$ cat src/rtl/mem_arbiter.sv
// mem_arbiter: round-robin sharing of one synchronous memory port between NREQ requesters,
// with per-requester lock for atomic bursts and tagged read-data return after RD_LAT cycles.
module mem_arbiter #(
    parameter int NREQ   = 2,
    parameter int AW     = 8,
    parameter int DW     = 16,
    parameter int RD_LAT = 1
) (
    input  logic               clk_i,
    input  logic               rst_ni,
    input  logic [NREQ-1:0]    req_val_i,
    input  logic [NREQ-1:0]    req_wen_i,
    input  logic [NREQ-1:0]    req_lock_i,
    input  logic [NREQ*AW-1:0] req_addr_i,
    input  logic [NREQ*DW-1:0] req_wdata_i,
    output logic [NREQ-1:0]    req_rdy_o,
    output logic [NREQ-1:0]    rsp_val_o,
    output logic [DW-1:0]      rsp_data_o,
    output logic               mem_val_o,
    output logic               mem_wen_o,
    output logic [AW-1:0]      mem_addr_o,
    output logic [DW-1:0]      mem_wdata_o,
    input  logic [DW-1:0]      mem_rdata_i
);
    localparam int IW = (NREQ > 2) ? 2 : 1;

    typedef enum logic {ARB, LOCKED} state_t;

    state_t        r_state;
    logic [IW-1:0] r_ptr;
    logic [IW-1:0] r_owner;
    logic          r_tv  [RD_LAT];
    logic [IW-1:0] r_tid [RD_LAT];

    logic [IW-1:0] w_g;
    logic [IW:0]   w_k;
    logic          w_found;
    logic          w_xfer;

    // Scan downwards so the nearest requester after the pointer is the last one to win.
    always_comb begin
        w_g     = r_owner;
        w_found = 1'b0;
        w_k     = '0;
        if (r_state == LOCKED) begin
            w_found = req_val_i[r_owner];
        end else begin
            for (int i = NREQ; i >= 1; i--) begin
                w_k = {1'b0, r_ptr} + (IW+1)'(i);
                w_k = (w_k >= (IW+1)'(NREQ)) ? w_k - (IW+1)'(NREQ) : w_k;
                if (req_val_i[w_k[IW-1:0]]) begin
                    w_g     = w_k[IW-1:0];
                    w_found = 1'b1;
                end
            end
        end
    end

    assign w_xfer      = w_found & rst_ni;
    assign req_rdy_o   = w_xfer ? (NREQ'(1) << w_g) : '0;
    assign mem_val_o   = w_xfer;
    assign mem_wen_o   = w_xfer & req_wen_i[w_g];
    assign mem_addr_o  = w_xfer ? req_addr_i[int'(w_g)*AW +: AW] : '0;
    assign mem_wdata_o = w_xfer ? req_wdata_i[int'(w_g)*DW +: DW] : '0;

    assign rsp_val_o  = r_tv[RD_LAT-1] ? (NREQ'(1) << r_tid[RD_LAT-1]) : '0;
    assign rsp_data_o = r_tv[RD_LAT-1] ? mem_rdata_i : '0;

    always_ff @(posedge clk_i or negedge rst_ni) begin
        if (!rst_ni) begin
            r_state <= ARB;
            r_ptr   <= IW'(NREQ-1);
            r_owner <= '0;
            for (int i = 0; i < RD_LAT; i++) begin
                r_tv[i]  <= 1'b0;
                r_tid[i] <= '0;
            end
        end else begin
            if (w_xfer) begin
                r_ptr   <= w_g;
                r_owner <= w_g;
                r_state <= req_lock_i[w_g] ? LOCKED : ARB;
            end else if (r_state == LOCKED && !req_lock_i[r_owner]) begin
                r_state <= ARB;
            end
            r_tv[0]  <= w_xfer & ~req_wen_i[w_g];
            r_tid[0] <= w_g;
            for (int i = 1; i < RD_LAT; i++) begin
                r_tv[i]  <= r_tv[i-1];
                r_tid[i] <= r_tid[i-1];
            end
        end
    end
endmodule

$ cat config.mk
export PLATFORM = sky130hd
export DESIGN_NAME = mem_arbiter
export DESIGN_NICKNAME = d
export VERILOG_FILES = /design/src/rtl/mem_arbiter.sv
export SDC_FILE = /design/constraint.sdc
export NUM_CORES = 1
export LEC_CHECK = 0
export ABC_CLOCK_PERIOD_IN_PS = 2400
export BUFFER_PORTS_ARGS = -buffer_cell sky130_fd_sc_hd__buf_4
export CAP_MARGIN = 10
export CORE_AREA = 2 2 55 57
export DETAILED_ROUTE_END_ITERATION = 7
export DIE_AREA = 0 0 57 59
export GPL_TIMING_DRIVEN = 0
export PLACE_DENSITY = 0.79
export SLEW_MARGIN = 25
export SYNTH_ARGS = -nofsm -noshare
export SYNTH_HDL_FRONTEND = slang
export SYNTH_SLANG_ARGS = --single-unit
$ cat constraint.sdc
create_clock -name clk_i -period 2.4 [get_ports clk_i]
set_input_delay 0.48 -clock clk_i [delete_from_list [all_inputs] [get_ports clk_i]]
set_output_delay 0.48 -clock clk_i [all_outputs]
set_load 0.01 [all_outputs]
==> flow_metrics.py <==
metrics = {
    "status": {
        "status": "finished clean",
    },
    "power": {
        "p_total_w": 0.00114,
        "power_density_nw_per_um2": 645,
        "switching_share_pct": 39.1,
        "power_frac_comb_pct": 76.8,
        "internal-power_w": 0.000697,
        "p_leak_nw": 1.03,
        "ir_worst_vdd_mv": 0.410,
        "p_switching_w": 0.000447,
        "seqPwrFrac_pct": 14.6,
        "p_clk_share_pct": 8.6,
    },
    "logic_synthesis": {
        "synth_top_cell_by_area": "mux2i_1",
        "yosysMostFrequentCell": "mux2i_1",
        "synth.top_cells.by_count": "mux2i_1, nor2_1, and2_1",
        "synthArstFlopShare_pct": 100,
        "syn-cell-area_um2": 797,
        "synth_top_area_share_pct": 35.2,
        "ys_types": 20,
        "synthCells": 99,
        "ys_ff_latch": 5,
        "ys.flop_type": "dfrtp_1",
        "syn_nets": 171,
        "postSynthAreaPerCell_um2": 8.05,
        "synthTopCellsByArea": "mux2i_1, and2_1, nor2_1",
        "synth_edf_count": 0,
        "synth_seq_area_share_pct": 15.9,
        "yosys_warnings": 0,
    },
    "worst_setup_path": {
        "cp_max_fo": 10,
        "crit_path_start": "r_ptr$_DFFE_PN1P_",
        "r2r_end": "r_tv$_DFF_PN0_",
        "crit_end": "mem_wdata_o[0]",
        "rr_worst_depth": 6,
        "cp-end-kind": "output port",
        "reg2reg_from": "r_ptr$_DFFE_PN1P_",
        "worst_ep_arrival_time_ps": 1790,
        "cp.required_ps": 1920,
        "start_kind": "flop",
        "criticalPathCategory": "reg -> out",
        "reg2reg_slack_ps": 880,
    },
    "placement": {
        "portBuffers": 117,
        "dpl.cell_count": 247,
        "hpwl_um": 2660,
        "place_congestion": 0.682,
        "place_area_um2": 1710,
    },
    "global_route": {
        "grt_use_total_pct": 17.8,
        "overflow": 0,
        "antenna_found_initial": 0,
        "grt_pass1_vias": 1180,
        "grt_max_degree": 11,
        "grt_pass1_wl_um": 4770,
    },
    "layout": {
        "final_area_um2": 1780,
        "stdcell_count": 254,
        "drive_gt1_share_pct": 61.4,
        "nNetsFinal": 296,
        "utilization_pct": 65.5,
        "area_growth_pct": 123,
        "n_antenna_cell": 0,
    },
    "drt": {
        "drc": 0,
        "antenna_left": 0,
        "via_per_inst": 4.48,
        "detailedRoute.firstPassIterationCount": 4,
        "drtIter0Drc": 25,
        "vias": 1137,
        "wire_per_inst_um": 12.0,
        "drt_wl_total_um": 3050,
    },
    "die": {
        "die-area_um2": 3360,
        "start_util_pct": 29.4,
        "row_count": 19,
        "die_y_um": 59,
        "boundaryPins": 118,
        "core-area_um2": 2710,
        "fp.dieW_um": 57,
    },
    "cts": {
        "cts-hold-fix-buffers": 0,
        "clock-sinks": 5,
        "post-cts-setup-buffers": 0,
        "cts_tree": "done",
        "clk_pin_slew_ps": 40,
        "htreeDepth": 1,
        "clk-insertion-delay-late_ps": 240,
        "cts_root_buffer": "clkbuf_4",
        "clock_path_buffers": 2,
        "cts_resized": 0,
        "numCtsBuffers": 3,
    },
    "timing": {
        "skew_ps": 0.228,
        "report.final.slew_viol_count": 0,
        "post-route-period-util_pct": 94.6,
        "max_clock_freq_ghz": 0.440,
        "tns_ps": 0,
        "finalWorstPathRequiredPeriod_ps": 2270,
        "rsz0062_at_grt": "no",
        "relSlewSlack_pct": 80.4,
        "worst_slew_pin_slew_ps": 294,
        "setup_violations": 0,
        "final_hold_viol_count": 0,
    },
    "hold_path": {
        "hp-class": "in -> async",
    },
    "flow_run": {
        "drv_cap": 0,
    },
}
-- cell type report --
type	count	area (um^2)
tap	31	38.8
fill	234	935
clock buffer	4	26.3
multi-input combinational	83	603
timing repair buffer	120	913
inverter	4	15.0
sequential	5	126
buffer	7	52.6
-- worst min path at each step --
stage                          endpoint   start  cells past startpoint
floorplan           r_owner$_DFFE_PN0P_  rst_ni                      0
global placement    r_state$_DFFE_PN0P_  rst_ni                      1
detailed placement  r_state$_DFFE_PN0P_  rst_ni                      1
CTS                 r_state$_DFFE_PN0P_  rst_ni                      1
global route        r_state$_DFFE_PN0P_  rst_ni                      1
finish              r_state$_DFFE_PN0P_  rst_ni                      1
-- layout by cell type, fill, tap and decap left out --
cell,count
dfrtp_1,4
and2_1,17
nor2b_2,1
buf_12,1
o221ai_2,1
inv_1,3
buf_2,3
inv_2,1
buf_6,1
nor2b_4,1
a21boi_1,1
o32ai_4,1
clkbuf_1,2
nor2b_1,2
clkbuf_4,3
nand2_1,2
buf_8,1
nor2_1,27
mux2_2,2
mux2i_1,28
dfstp_2,1
buf_4,120
-- critical path: stages, from the launching register on --
cell and delay (ps):
dfstp_2 550, nor2b_4 50, o32ai_4 230, buf_4 250, mux2i_1 260, nor2_1 70, buf_4 140
-- kinds of logic after synthesis --
group	Yosys count	share of synthesized area [%]
simple gates	50	31.4
mux	30	38.0
buf+inv	11	8.48
flops	5	15.9
compound gates	3	6.28
-- layer usage --
metal / track usage, % / share of wire, %
met2: 35.8 / 55
met1: 17.6 / 32
met4: 6.64 / 1.3
met3: 3.93 / 11
met5: 0 / 0
-- state kept, by name, indices dropped and copies added, names as in the netlist --
| name | flops |
|---|---|
| r_tv | 1 |
| r_state | 1 |
| r_owner | 1 |
| r_tid | 1 |
| r_ptr | 1 |
-- power by group through the flow --
stage | Clock [W] | Combinational, W | Sequential [W]
finish | 0.0000983 | 0.000878 | 0.000168
CTS | 0.000101 | 0.000829 | 0.000169
global placement | 0 | 0.000811 | 0.000165
detailed placement | 0 | 0.000826 | 0.000170
floorplan | 0 | 0.000507 | 0.000159
global route | 0.000109 | 0.000945 | 0.000174
-- through the flow --
step,hold WS (ps),setup slack [ps]
finish,34.4,129
global route,29.8,29.6
CTS,29.6,50.3
detailed placement,291,173
global placement,290,184
floorplan,184,525
No activity file was read; power rests on OpenSTA's default activity.
